**src/rtl/mips_pkg.sv**
```systemverilog
// ============================================================================
// Module      : mips_pkg
// Description : Shared constants, fetch-state encoding and IF/ID record type
//               for the MIPS core front end.
// Revision    : 1.0 - initial release
// ============================================================================
`default_nettype none

package mips_pkg;

  localparam logic [31:0] NOP_INST         = 32'h0000_0000;
  localparam int          WORD_BYTES       = 4;
  localparam logic [31:0] DEFAULT_RESET_PC = 32'h0000_0000;

  typedef enum logic [1:0] {
    BOOT = 2'd0,
    RUN  = 2'd1,
    HALT = 2'd2
  } fetch_state_e;

  typedef struct packed {
    logic [31:0] pc;
    logic [31:0] pc4;
    logic [31:0] inst;
    logic        valid;
  } ifid_t;

  localparam ifid_t IFID_BUBBLE = '{pc: 32'h0, pc4: 32'h0, inst: NOP_INST, valid: 1'b0};

  function automatic logic is_word_aligned(input logic [31:0] addr);
    return (addr[1:0] == 2'b00);
  endfunction

endpackage

`default_nettype wire

```
**src/rtl/inst_fetch_if.sv**
```systemverilog
// ============================================================================
// Module      : inst_fetch_if
// Description : Fetch-stage bundle: ROM address/data, decode control inputs
//               and the IF/ID register outputs.
// Revision    : 1.0 - initial release
// ============================================================================
`default_nettype none

interface inst_fetch_if #(
  parameter int CNT_W = 16
);

  logic             stall;
  logic             branch_taken;
  logic [31:0]      branch_target;
  logic             jump;
  logic [31:0]      jump_target;
  logic [31:0]      inst_addr;
  logic [31:0]      inst_in;
  logic [31:0]      ifid_pc;
  logic [31:0]      ifid_pc4;
  logic [31:0]      ifid_inst;
  logic             ifid_valid;
  logic [CNT_W-1:0] fetch_cnt;
  logic             halted;

  modport master (
    input  stall, branch_taken, branch_target, jump, jump_target, inst_in,
    output inst_addr, ifid_pc, ifid_pc4, ifid_inst, ifid_valid, fetch_cnt, halted
  );

  modport slave (
    output stall, branch_taken, branch_target, jump, jump_target, inst_in,
    input  inst_addr, ifid_pc, ifid_pc4, ifid_inst, ifid_valid, fetch_cnt, halted
  );

endinterface

`default_nettype wire

```
**src/rtl/fetch_next_pc.sv**
```systemverilog
// ============================================================================
// Module      : fetch_next_pc
// Description : Combinational next-PC selection: redirect > stall > pc+4,
//               jump beating branch, with misaligned-target detection.
// Revision    : 1.0 - initial release
// ============================================================================
`default_nettype none

module fetch_next_pc
  import mips_pkg::*;
(
  input  wire logic [31:0] pc,
  input  wire logic        stall,
  input  wire logic        jump,
  input  wire logic [31:0] jump_target,
  input  wire logic        branch_taken,
  input  wire logic [31:0] branch_target,
  output logic      [31:0] next_pc,
  output logic             redirect,
  output logic             misaligned
);

  logic [31:0] w_target;

  always_comb begin
    w_target   = jump ? jump_target : branch_target;
    redirect   = jump | branch_taken;
    misaligned = redirect & ~is_word_aligned(w_target);
    next_pc    = pc + 32'(WORD_BYTES);
    // A bad target freezes pc; the caller turns it into a halt.
    if (redirect) begin
      next_pc = misaligned ? pc : w_target;
    end else if (stall) begin
      next_pc = pc;
    end
  end

endmodule

`default_nettype wire

```
**src/rtl/inst_fetch.sv**
```systemverilog
// ============================================================================
// Module      : inst_fetch
// Description : Instruction-fetch stage: PC, ROM addressing, IF/ID register,
//               saturating fetch counter and halt-on-misaligned-redirect FSM.
// Revision    : 1.0 - initial release
// ============================================================================
`default_nettype none

module inst_fetch
  import mips_pkg::*;
#(
  parameter logic [31:0] RESET_PC = DEFAULT_RESET_PC,
  parameter int          CNT_W    = 16
) (
  input  wire logic  clk,
  input  wire logic  rst,
  inst_fetch_if.master bus
);

  localparam logic [CNT_W-1:0] c_cnt_one = {{(CNT_W-1){1'b0}}, 1'b1};

  fetch_state_e     r_state;
  fetch_state_e     w_state_nxt;
  logic [31:0]      r_pc;
  logic [31:0]      w_pc_nxt;
  ifid_t            r_ifid;
  ifid_t            w_ifid_nxt;
  logic [CNT_W-1:0] r_cnt;
  logic [CNT_W-1:0] w_cnt_nxt;
  logic             r_halted;
  logic             w_halted_nxt;

  logic [31:0]      w_next_pc;
  logic             w_redirect;
  logic             w_misaligned;

  fetch_next_pc u_next_pc (
    .pc            (r_pc),
    .stall         (bus.stall),
    .jump          (bus.jump),
    .jump_target   (bus.jump_target),
    .branch_taken  (bus.branch_taken),
    .branch_target (bus.branch_target),
    .next_pc       (w_next_pc),
    .redirect      (w_redirect),
    .misaligned    (w_misaligned)
  );

  always_ff @(posedge clk or posedge rst) begin
    if (rst) begin
      r_state <= BOOT;
    end else begin
      r_state <= w_state_nxt;
    end
  end

  always_comb begin
    w_state_nxt  = r_state;
    w_pc_nxt     = r_pc;
    w_ifid_nxt   = r_ifid;
    w_cnt_nxt    = r_cnt;
    w_halted_nxt = r_halted;

    case (r_state)
      BOOT: begin
        w_state_nxt = RUN;
      end

      RUN: begin
        w_pc_nxt = w_next_pc;
        if (w_redirect) begin
          w_ifid_nxt = IFID_BUBBLE;
          if (w_misaligned) begin
            w_halted_nxt = 1'b1;
            w_state_nxt  = HALT;
          end
        end else if (!bus.stall) begin
          w_ifid_nxt = '{pc: r_pc, pc4: r_pc + 32'(WORD_BYTES), inst: bus.inst_in, valid: 1'b1};
          w_cnt_nxt  = (r_cnt == {CNT_W{1'b1}}) ? r_cnt : r_cnt + c_cnt_one;
        end
      end

      HALT: begin
        w_ifid_nxt   = IFID_BUBBLE;
        w_halted_nxt = 1'b1;
      end

      default: begin
        // Unreachable encoding: park safely in HALT.
        w_ifid_nxt   = IFID_BUBBLE;
        w_halted_nxt = 1'b1;
        w_state_nxt  = HALT;
      end
    endcase
  end

  always_ff @(posedge clk or posedge rst) begin
    if (rst) begin
      r_pc     <= RESET_PC;
      r_ifid   <= IFID_BUBBLE;
      r_cnt    <= '0;
      r_halted <= 1'b0;
    end else begin
      r_pc     <= w_pc_nxt;
      r_ifid   <= w_ifid_nxt;
      r_cnt    <= w_cnt_nxt;
      r_halted <= w_halted_nxt;
    end
  end

  assign bus.inst_addr  = r_pc;
  assign bus.ifid_pc    = r_ifid.pc;
  assign bus.ifid_pc4   = r_ifid.pc4;
  assign bus.ifid_inst  = r_ifid.inst;
  assign bus.ifid_valid = r_ifid.valid;
  assign bus.fetch_cnt  = r_cnt;
  assign bus.halted     = r_halted;

endmodule

`default_nettype wire

```
**src/flat_wrapper.sv**
```systemverilog
// flat-port wrapper written by rule: the top's interface ports become plain ports
module inst_fetch_flat import mips_pkg::*;
#(
  parameter logic [31:0] RESET_PC = DEFAULT_RESET_PC,
  parameter int          CNT_W    = 16
)
  (clk, rst, bus_stall, bus_branch_taken, bus_branch_target, bus_jump, bus_jump_target, bus_inst_in, bus_inst_addr, bus_ifid_pc, bus_ifid_pc4, bus_ifid_inst, bus_ifid_valid, bus_fetch_cnt, bus_halted);
  inst_fetch_if #(.CNT_W(CNT_W)) bus_i ();
  input  wire logic clk;
  input  wire logic rst;
  input wire logic [$bits(bus_i.stall)-1:0] bus_stall;
  input wire logic [$bits(bus_i.branch_taken)-1:0] bus_branch_taken;
  input wire logic [$bits(bus_i.branch_target)-1:0] bus_branch_target;
  input wire logic [$bits(bus_i.jump)-1:0] bus_jump;
  input wire logic [$bits(bus_i.jump_target)-1:0] bus_jump_target;
  input wire logic [$bits(bus_i.inst_in)-1:0] bus_inst_in;
  output wire logic [$bits(bus_i.inst_addr)-1:0] bus_inst_addr;
  output wire logic [$bits(bus_i.ifid_pc)-1:0] bus_ifid_pc;
  output wire logic [$bits(bus_i.ifid_pc4)-1:0] bus_ifid_pc4;
  output wire logic [$bits(bus_i.ifid_inst)-1:0] bus_ifid_inst;
  output wire logic [$bits(bus_i.ifid_valid)-1:0] bus_ifid_valid;
  output wire logic [$bits(bus_i.fetch_cnt)-1:0] bus_fetch_cnt;
  output wire logic [$bits(bus_i.halted)-1:0] bus_halted;
  assign bus_i.stall = bus_stall;
  assign bus_i.branch_taken = bus_branch_taken;
  assign bus_i.branch_target = bus_branch_target;
  assign bus_i.jump = bus_jump;
  assign bus_i.jump_target = bus_jump_target;
  assign bus_i.inst_in = bus_inst_in;
  assign bus_inst_addr = bus_i.inst_addr;
  assign bus_ifid_pc = bus_i.ifid_pc;
  assign bus_ifid_pc4 = bus_i.ifid_pc4;
  assign bus_ifid_inst = bus_i.ifid_inst;
  assign bus_ifid_valid = bus_i.ifid_valid;
  assign bus_fetch_cnt = bus_i.fetch_cnt;
  assign bus_halted = bus_i.halted;
  inst_fetch #(.RESET_PC(RESET_PC), .CNT_W(CNT_W)) u_core (.clk(clk), .rst(rst), .bus(bus_i));
endmodule
```
**config.mk**
```make
export PLATFORM = sky130hd
export DESIGN_NAME = inst_fetch_flat
export DESIGN_NICKNAME = d
export VERILOG_FILES = /design/src/rtl/mips_pkg.sv /design/src/rtl/inst_fetch_if.sv /design/src/rtl/fetch_next_pc.sv /design/src/rtl/inst_fetch.sv /design/src/flat_wrapper.sv
export SDC_FILE = /design/constraint.sdc
export NUM_CORES = 1
export LEC_CHECK = 0
export ABC_AREA = 0
export CORE_ASPECT_RATIO = 0.5
export CORE_UTILIZATION = 49
export CTS_CLUSTER_DIAMETER = 200
export DETAILED_ROUTE_END_ITERATION = 8
export GPL_TIMING_DRIVEN = 1
export PLACE_DENSITY = 0.89
export SYNTH_ARGS = -nofsm -noshare
export SYNTH_HDL_FRONTEND = slang
export SYNTH_SLANG_ARGS = --single-unit
```
**constraint.sdc**
```tcl
create_clock -name clk -period 8.55 [get_ports clk]
set_clock_uncertainty 0.05 [all_clocks]
set_input_delay 0.855 -clock clk [delete_from_list [all_inputs] [get_ports clk]]
set_output_delay 0.855 -clock clk [all_outputs]
set_load 0.005 [all_outputs]
```
==> metrics, run 1 <==
status=finished clean; vias in the first global route=between 6,000 and 7,000; WL met2=10.5 mm; post-synthesis async set-or-reset flop share=1.00; initial antenna violation count=0; combinational family with the most area after synthesis=compound AO/OA/AOI/OAI gates; Placement Rows=29; unrepaired setup endpoints after global routing=false; critical path arrival=4.25 ns; # port buffers=246; I/O pin cnt=247; total congestion overflow=0; FF+latch count, synth=146; xor and xnor area share after synthesis=0.0477; top sig layer=met4; CTS tree=built; Post-CTS Setup Bufs=0; Bufs on Longest Clock Path=2; Final GP Congestion=0.857; HPWL after DPL=14.6 mm; ANT cells=0; routed wl met3=1.66 mm; wire length per cell=just over 20 um; sequential area share after synthesis=0.538; drt total wl=roughly 22 mm; Hold Violations, Final=0; CP top delay family=buffers and inverters; hold_buf cts=0; CP max stage delay=1.01 ns; Syn. warnings=0; DP Worst Slack=4.20 ns; worst hold path type=reg -> reg; fraction of layout cells with a size suffix above 1=0.0661; Unique masters post-synth=62; WS Path Type=in -> reg; post-CTS sizing=0; Max Clk Rate=0.251 GHz; worst vdd ir=0.127 mV; Die Wd=169 um; Post-route DRC=0; routed vias=6,455; endpoint class of the critical path=register; fin. max-slew vios=0; Final Power=approximately 2.1 mW; initial core utilization=0.519; Post-Synthesis Cells=about 650; Reg power frac=0.431; crit-path cells=clkdlybuf4s50_1 -> buf_4 -> nor2_1 -> nand2_1 -> a21oi_4 -> buf_4 -> nand2_1 -> o21ai_0; synthesized area per cell=10.5 um2; CP max FO=49; Met1 Wirelength=between 8 and 9 mm; EDFF count, synth=0; largest net degree at the start of global routing=between 70 and 80; total track usage=0.307; Detailed Route Iter0 Violations=about 670; clock slew at reported path FFs=0.06 ns; cell-internal power=between 1 and 1.5 mW; Final nets=between 900 and 1,000; simple-gate portion of the synthesized area=0.132; Synth area leader=dfrtp_1; PwrDens=212 nW/um2; mux contribution to synthesized area=0.00460; P&R area growth vs syn=46.3%; leak pwr=4.16 nW; min cycle time layout=3.99 ns; CTS root buf=clkbuf_16; worst-skew pair later-pin latency=0.42 ns; Max H-tree Level=4; largest cells by area after synthesis=dfrtp_1, a22o_1, o21ai_0; Sw Pwr=between 600 and 700 uW; Die Y=85.3 um; Setup WS post-layout=4.56 ns; drt first pass iters=5; CTS buffer count=17; Post-Synth Adder-Cell Area=0.00368; sw frac=0.310; Slew HR=0.117; CP startpoint kind=input port; area of the core=13,100 um2; fin crit share=0.467; Vias/cell=slightly above 6; Synth Net Count=roughly 750; Final ANT Viol Nets=0; Slowest cell on crit path=a21oi_4; critical path data required time=8.81 ns; first-pass GRT wire length=34.2 mm; TNS Setup=0 ns; post-synthesis compound-gate area fraction=0.231; synthesized cell area=6800 um2; Worst Max-Slew Pin Slew=1.32 ns; Synth top area share=0.538; Num Clock Sinks=146; max_cap viols=0; Synth Flop Type=dfrtp_1; Clk pwr share=0.372; CP Buf/Inv Count=3; Setup Viol. Count Final=0; die area=around 14,000 um2; Comb power frac=0.196
[cell usage after synthesis (8+ instances only)]
cell type,count
dfrtp_1,146
o21ai_0,68
a22o_1,64
nand2_1,62
nor2_1,31
clkbuf_1,29
a21oi_1,23
nand3_1,21
xor2_1,19
xnor2_1,18
buf_2,16
a22oi_1,15
inv_1,13
nand4_1,12
o31a_1,8
[layout make-up]
class                      count  area, um2
multi-input combinational    434       2870
clock inverter                13        174
clock buffer                  18        439
tap                          186        233
sequential                   146       3650
inverter                      13       53.8
timing repair buffer         253       2510
fill                         836       3160
[sequential cells by signal, indices dropped and copies added, names as in the netlist]
| name | count |
|---|---|
| u_core.bus.fetch_cnt | 16 |
| u_core.bus.halted | 1 |
| u_core.bus.ifid_inst | 32 |
| u_core.bus.ifid_pc | 30 |
| u_core.bus.ifid_pc4 | 32 |
| u_core.bus.ifid_valid | 1 |
| u_core.bus.inst_addr | 32 |
| u_core.r_state | 2 |
[worst reg2reg max path: cells and delay by family (launching register included)]
family / cells / cell delay [ns]
buffers and inverters: 1 / 0.52
DFF: 1 / 0.44
xor gates and xnor gates: 1 / 0.17
and+or+nand+nor: 4 / 1.54
[logic make-up after synthesis]
group	count (synthesis)
compound gates	224
simple gates	168
flops	146
buf+inv	68
xor+xnor	37
mux	3
fa+ha+maj	2
[through the flow]
stage,instances,utilization,instance area [um2],hold WS [ns]
2_1_floorplan,648,-,6800,0.409
3_3_place_gp,1032,0.712,9330,0.402
3_5_place_dp,1032,0.712,9330,0.407
4_1_cts,1063,0.759,9940,0.439
5_1_grt,1063,0.759,9940,0.469
6_report,1063,0.759,9940,0.438
[routing by layer]
metal / vias up / track usage
li1: 2816 / -
met1: 3189 / 0.400
met2: 382 / 0.502
met3: 68 / 0.0597
met4: 0 / 0.140
met5: - / 0
[cells in the final DEF (no fill, tap or decap), types with 7 or more instances in the layout]
| master | n |
|---|---|
| clkdlybuf4s50_1 | 246 |
| dfrtp_1 | 146 |
| o21ai_0 | 68 |
| a22o_1 | 64 |
| nand2_1 | 62 |
| nor2_1 | 30 |
| a21oi_1 | 22 |
| nand3_1 | 21 |
| xor2_1 | 19 |
| xnor2_1 | 18 |
| clkbuf_16 | 17 |
| a22oi_1 | 15 |
| nand4_1 | 12 |
| inv_1 | 12 |
| o31a_1 | 8 |
| inv_6 | 7 |
| o2bb2ai_1 | 7 |
| buf_4 | 7 |
[final timing paths]
check                                         from                       end  slack (ns)  cells after the start
min in group asynchronous                      rst  u_core.bus.ifid_inst[11]        0.88                      2
setup reg to reg                 u_core.r_state[1]  u_core.bus.fetch_cnt[12]        5.78                      6
max in group asynchronous                      rst   u_core.bus.ifid_pc4[16]        6.12                      3
hold / removal             u_core.bus.ifid_pc4[19]   u_core.bus.ifid_pc4[19]        0.44                      2
hold reg to reg            u_core.bus.ifid_pc4[19]   u_core.bus.ifid_pc4[19]        0.44                      2
setup / recovery                          bus_jump   u_core.bus.ifid_pc4[28]        4.56                      8
[power by group through the flow]
stage | combinational, mW | sequential [mW] | clock, mW
after floorplan | 0.226 | 0.841 | 0
after global placement | 0.393 | 0.904 | 0
after detailed placement | 0.403 | 0.907 | 0
after CTS | 0.410 | 0.900 | 0.787
after global routing | 0.442 | 0.917 | 0.820
final | 0.413 | 0.907 | 0.783
(Power assumes the default switching activity.)
==> run 2: changes to the inputs <==
--- a/config.mk
+++ b/config.mk
@@ -7,11 +7,11 @@
 export LEC_CHECK = 0
 export ABC_AREA = 0
 export CORE_ASPECT_RATIO = 0.5
-export CORE_UTILIZATION = 49
+export CORE_UTILIZATION = 41
 export CTS_CLUSTER_DIAMETER = 200
 export DETAILED_ROUTE_END_ITERATION = 8
 export GPL_TIMING_DRIVEN = 1
-export PLACE_DENSITY = 0.89
+export PLACE_DENSITY = 0.79
 export SYNTH_ARGS = -nofsm -noshare
 export SYNTH_HDL_FRONTEND = slang
 export SYNTH_SLANG_ARGS = --single-unit
==> constraint.sdc (replaced) <==
create_clock -name clk -period 3.5 [get_ports clk]
set_clock_uncertainty 0.05 [all_clocks]
set_input_delay 0.35 -clock clk [delete_from_list [all_inputs] [get_ports clk]]
set_output_delay 0.35 -clock clk [all_outputs]
set_load 0.005 [all_outputs]
==> run 2 against run 1 <==
Non-clock buffer count rose by 5. Highest routed layer unchanged. Global-route usage down 5.3 points. Core utilization decreased by 13 points. Die area grew 19%. Critical path type unchanged. Largest power group unchanged. Sequential power increased by 140%. First-iteration DRC count decreased by 29%. Combinational power rose by 140%. Total power grew 130%. Setup slack lost 3.6 ns. Hold slack got worse by 0.21 ns.
==> metrics, run 2 (synthesis results as in run 1) <==
die area=17,100 um2 (+19%); Max H-tree Level=4 (unchanged); # port buffers=246 (unchanged); Setup WS post-layout=0.912 ns (-3.65 ns); HPWL after DPL=15.2 mm (+4.1%); fraction of layout cells with a size suffix above 1=0.0702 (+0.00408); initial antenna violation count=0 (unchanged); CP max stage delay=0.87 ns (-0.14 ns); Die Wd=184 um (+9.2%); Hold Violations, Final=0 (unchanged); Post-route DRC=0 (unchanged); Filler cells=1,290 (+54%); endpoint class of the critical path=register; first-pass GRT wire length=33.5 mm (-1.9%); status=finished clean; most used cells in the layout excluding fill and tap cells=clkdlybuf4s50_1, dfrtp_1, o21ai_0; WS Path Type=in -> reg; CP startpoint kind=input port; worst-skew pair later-pin latency=0.41 ns (about the same); Slew HR=0.352 (+0.235); Final GP Congestion=0.840 (-2.0%); I/O pin cnt=247 (unchanged); initial core utilization=0.431 (-0.0880); fin crit share=0.739; crit-path cells=clkdlybuf4s50_1 -> or2_2 -> nor4b_1 -> nand3_1 -> nor2_1 -> xor2_1; largest net degree at the start of global routing=131 (+68%); critical path data required time=3.79 ns (-5.02 ns); Bufs on Longest Clock Path=2 (unchanged); drt total wl=21.2 mm (-2.5%); post-CTS sizing=0 (unchanged); worst hold path type=in -> async; worst vdd ir=0.415 mV (+230%); Placement Rows=32 (+10%); ANT cells=0 (unchanged); Max Clk Rate=0.386 GHz; CTS buffer count=17 (unchanged); leak pwr=4.16 nW (about the same); Worst R2R Setup Slack=0.92 ns (-4.86 ns); R2R cell count=5 (-1); CTS root buf=clkbuf_16; Slowest cell on crit path=nor4b_1; fin. max-slew vios=0 (unchanged); Post-CTS Setup Bufs=0 (unchanged); DP Worst Slack=0.513 ns (-3.69 ns); hold_buf cts=0 (unchanged); Worst R2R End=u_core.bus.fetch_cnt[15]; Final ANT Viol Nets=0 (unchanged); min cycle time layout=2.59 ns; Reg-to-Reg Start=u_core.r_state[1]; critical path arrival=2.88 ns (-1.37 ns); total congestion overflow=0 (unchanged); Vias/cell=5.62 (-7.4%); PwrDens=495 nW/um2 (+130%); drt first pass iters=5 (unchanged); Die Y=93.0 um (+9.1%); wire length per cell=19.2 um (-6.2%); Num Clock Sinks=146 (unchanged); TNS Setup=0 ns (unchanged); routed vias=6,205 (-3.9%); area of the core=15,800 um2 (+20%); Detailed Route Iter0 Violations=478 (-29%); CP top delay family=simple AND/OR/NAND/NOR gates; Final nets=973 (+0.52%); CTS tree=built; P&R area growth vs syn=47.0%; CP max FO=11 (-78%); total track usage=0.253 (-0.0532); vias in the first global route=6,155 (-2.7%); Setup Viol. Count Final=0 (unchanged); Worst Max-Slew Pin Slew=0.958 ns (-0.366 ns); most common cell after layout, fill and taps aside=clkdlybuf4s50_1; clock slew at reported path FFs=0.06 ns (about the same); max_cap viols=0 (unchanged); CP Buf/Inv Count=1 (-2); unrepaired setup endpoints after global routing=false
run 2: worst max path at each step:
stage             start                  endpoint  slack [ns]  cells after the start
4_1_cts        bus_jump  u_core.bus.fetch_cnt[15]        0.95                      6
3_5_place_dp   bus_jump  u_core.bus.fetch_cnt[11]        0.51                      6
3_3_place_gp   bus_jump  u_core.bus.fetch_cnt[15]        0.55                      6
6_report       bus_jump  u_core.bus.fetch_cnt[15]        0.91                      6
5_1_grt        bus_jump  u_core.bus.fetch_cnt[11]        0.68                      6
2_1_floorplan       rst   u_core.bus.fetch_cnt[0]        1.27                      1
run 2: where the power goes:
group | total (mW) | internal (mW) | switching, mW
logic | 1.00 | 0.558 | 0.445
registers | 2.21 | 1.84 | 0.371
clock network | 1.73 | 0.998 | 0.729
run 2: layout make-up:
type	instances	area, um2	share of cell area
Timing Repair Buffer	258	2580	0.258
Clock inverter	12	110	0.0110
Clock buffer	20	447	0.0447
Inverter	13	52.6	0.00526
Sequential cell	146	3650	0.366
Tap cell	221	277	0.0277
Multi-Input combinational cell	434	2870	0.287
run 2: per-layer routing:
| metal | share of wire | vias up | GRT usage | wire length, um |
|---|---|---|---|---|
| met5 | 0 | - | 0 | 0 |
| met4 | 0.018 | 0 | 0.0819 | 384 |
| met3 | 0.066 | 31 | 0.0483 | 1410 |
| met2 | 0.50 | 254 | 0.421 | 10500 |
| met1 | 0.42 | 3089 | 0.336 | 8900 |
| li1 | - | 2831 | - | - |
run 2: metrics by stage:
stage	util	power (mW)	area, um2	hold WS (ns)	cells
2_1_floorplan	-	2.61	6800	0.409	648
3_3_place_gp	0.598	3.20	9430	0.413	1072
3_5_place_dp	0.598	3.23	9430	0.403	1072
4_1_cts	0.633	4.95	9990	0.234	1104
5_1_grt	0.633	5.14	9990	0.269	1104
6_report	0.633	4.94	9990	0.230	1104
==> run 3: changes to the inputs <==
--- a/config.mk
+++ b/config.mk
@@ -7,11 +7,11 @@
 export LEC_CHECK = 0
 export ABC_AREA = 0
 export CORE_ASPECT_RATIO = 0.5
-export CORE_UTILIZATION = 41
+export CORE_UTILIZATION = 45
 export CTS_CLUSTER_DIAMETER = 200
 export DETAILED_ROUTE_END_ITERATION = 8
 export GPL_TIMING_DRIVEN = 1
-export PLACE_DENSITY = 0.79
+export PLACE_DENSITY = 0.83
 export SYNTH_ARGS = -nofsm -noshare
 export SYNTH_HDL_FRONTEND = slang
 export SYNTH_SLANG_ARGS = --single-unit
==> constraint.sdc (replaced) <==
create_clock -name clk -period 2.4 [get_ports clk]
set_clock_uncertainty 0.05 [all_clocks]
set_input_delay 0.24 -clock clk [delete_from_list [all_inputs] [get_ports clk]]
set_output_delay 0.24 -clock clk [all_outputs]
set_load 0.005 [all_outputs]
==> run 3 against run 2 <==
Clock-buffer cell count fell by 2. Hold slack got worse by 0.092 ns. Via count rose by 5.6%. Non-clock buffer count rose by 39. Cell count rose by 1.4%. Critical path type is now reg -> reg.
==> metrics, run 3 (synthesis results as in run 1) <==
P&R area growth vs syn=51.9%; CP max stage delay=0.48 ns (-0.39 ns); Final GP Congestion=0.895 (+6.5%); crit path to=u_core.bus.inst_addr[30]; critical path arrival=2.49 ns (-0.39 ns); total track usage=0.287 (+0.0338); critical path data required time=2.69 ns (-1.10 ns); Max Clk Rate=0.454 GHz; PwrDens=746 nW/um2 (+51%); hold_buf cts=0 (unchanged); Reg-to-Reg Start=u_core.bus.inst_addr[3]; CP startpoint kind=register; Worst R2R Setup Slack=0.20 ns (-0.72 ns); fin crit share=0.918; Placement Rows=31 (-3.1%); CTS buffer count=17 (unchanged); Worst R2R End=u_core.bus.inst_addr[30]; worst-skew pair later-pin latency=0.42 ns (about the same); Setup Viol. Count Final=0 (unchanged); area of the core=14,600 um2 (-7.6%); worst hold path type=in -> async; wire length per cell=20.1 um (+4.7%); Post-CTS Setup Bufs=0 (unchanged); vias in the first global route=6,644 (+7.9%); HPWL after DPL=15.4 mm (+1.4%); Slowest cell on crit path=dfrtp_1; Max H-tree Level=4 (unchanged); Non-Filler Instances=1,119 (+1.4%); Hold Violations, Final=0 (unchanged); DP Worst Slack=-0.0948 ns (-0.608 ns); Filler cells=1,032 (-20%); crit-path cells=ha_1 -> nand3_2 -> nor4_2 -> buf_4 -> nand3_1 -> o31a_1 -> o21ai_0; initial antenna violation count=0 (unchanged); drt first pass iters=8 (+3); Setup WS post-layout=0.196 ns (-0.716 ns); post-CTS sizing=0 (unchanged); most common cell after layout, fill and taps aside=clkdlybuf4s50_1; multi-input logic area=2870 um2 (unchanged); routed vias=6,550 (+5.6%); worst vdd ir=0.539 mV (+30%); register area=3650 um2 (unchanged); crit path launch=u_core.bus.inst_addr[3]; unrepaired setup endpoints after global routing=false; I/O pin cnt=247 (unchanged); drt total wl=22.5 mm (+6.1%); largest net degree at the start of global routing=71 (-46%); Bufs on Longest Clock Path=2 (unchanged); dpl cell area=9710 um2 (+2.9%); post-layout util=0.708 (+0.0747); # port buffers=246 (unchanged); Die Y=88.9 um (-4.5%); Slew HR=0.303 (-0.0490); status=finished clean; Worst Max-Slew Pin Slew=1.04 ns (+0.0848 ns); leak pwr=4.40 nW (+5.6%); first-pass GRT wire length=34.9 mm (+4.3%); CTS root buf=clkbuf_16; Vias/cell=5.85 (+4.1%); most used cells in the layout excluding fill and tap cells=clkdlybuf4s50_1, dfrtp_1, o21ai_0; endpoint class of the critical path=register; WS Path Type=reg -> reg; Detailed Route Iter0 Violations=584 (+22%); fraction of layout cells with a size suffix above 1=0.110 (+0.0394); clock slew at reported path FFs=0.06 ns (about the same); initial core utilization=0.466 (+0.0352); post-route cell area=10,300 um2 (+3.4%); Final nets=1,012 (+4.0%); CTS tree=built; max_cap viols=0 (unchanged); Die Wd=176 um (-4.5%); placed insts=1,088 (+1.5%); fin. max-slew vios=0 (unchanged); CP max FO=7 (-4); Num Clock Sinks=146 (unchanged); min cycle time layout=2.20 ns; R2R cell count=7 (+2); die area=15,600 um2 (-8.7%); total congestion overflow=0 (unchanged); Final ANT Viol Nets=0 (unchanged); ANT cells=0 (unchanged); Post-route DRC=0 (unchanged)
==> run 3: cell count changes in the layout (fill, tap and decap cells not counted), sizes merged <==
cell	before	now
clkinvlp	5	2
clkinv	6	7
bufinv	1	4
clkbuf	20	18
buf	12	51
==> run 3: power breakdown <==
part	switching [mW]	internal, mW
registers	0.378	2.68
clock network	1.09	1.74
logic	0.867	0.945
total	2.33	5.37
==> run 3: final cells by class <==
class                      instances  area share
inverter                          13     0.00509
clock buffer                      18      0.0416
timing repair buffer             297       0.279
multi-input combinational        434       0.278
tap                              198      0.0240
sequential                       146       0.354
clock inverter                    13      0.0181
==> run 3: critical path: cells and delay by family, from the launching register on <==
kind	cells	cell delay, ns
fa+ha+maj	1	0.25
compound gates	2	0.41
buf+inv	1	0.19
simple gates	3	0.74
flops	1	0.48
==> run 3: worst min-delay path by stage <==
stage               slack [ns]             startpoint  depth (start not counted)                  endpoint
global route              0.17                    rst                          2  u_core.bus.ifid_inst[25]
floorplan                 0.32        bus_inst_in[12]                          1  u_core.bus.ifid_inst[12]
CTS                       0.14                    rst                          2  u_core.bus.ifid_inst[18]
finish                    0.14                    rst                          2  u_core.bus.ifid_inst[25]
detailed placement        0.42  u_core.bus.ifid_pc[6]                          2     u_core.bus.ifid_pc[6]
global placement          0.40      u_core.bus.halted                          1         u_core.bus.halted
==> run 3: routing by layer <==
layer	part of all wire	up-vias	global-route usage
li1	-	2910	-
met1	0.40	3242	0.362
met2	0.50	337	0.498
met3	0.070	61	0.0536
met4	0.027	0	0.119
met5	0	-	0
==> run 3: per-stage QoR <==
stage | setup TNS (ns) | hold slack (ns) | total power [mW]
5_1_grt | 0 | 0.169 | 7.99
4_1_cts | 0 | 0.144 | 7.69
3_5_place_dp | -0.106 | 0.423 | 4.84
3_3_place_gp | -0.0446 | 0.404 | 4.80
6_report | 0 | 0.139 | 7.70
2_1_floorplan | 0 | 0.323 | 3.80
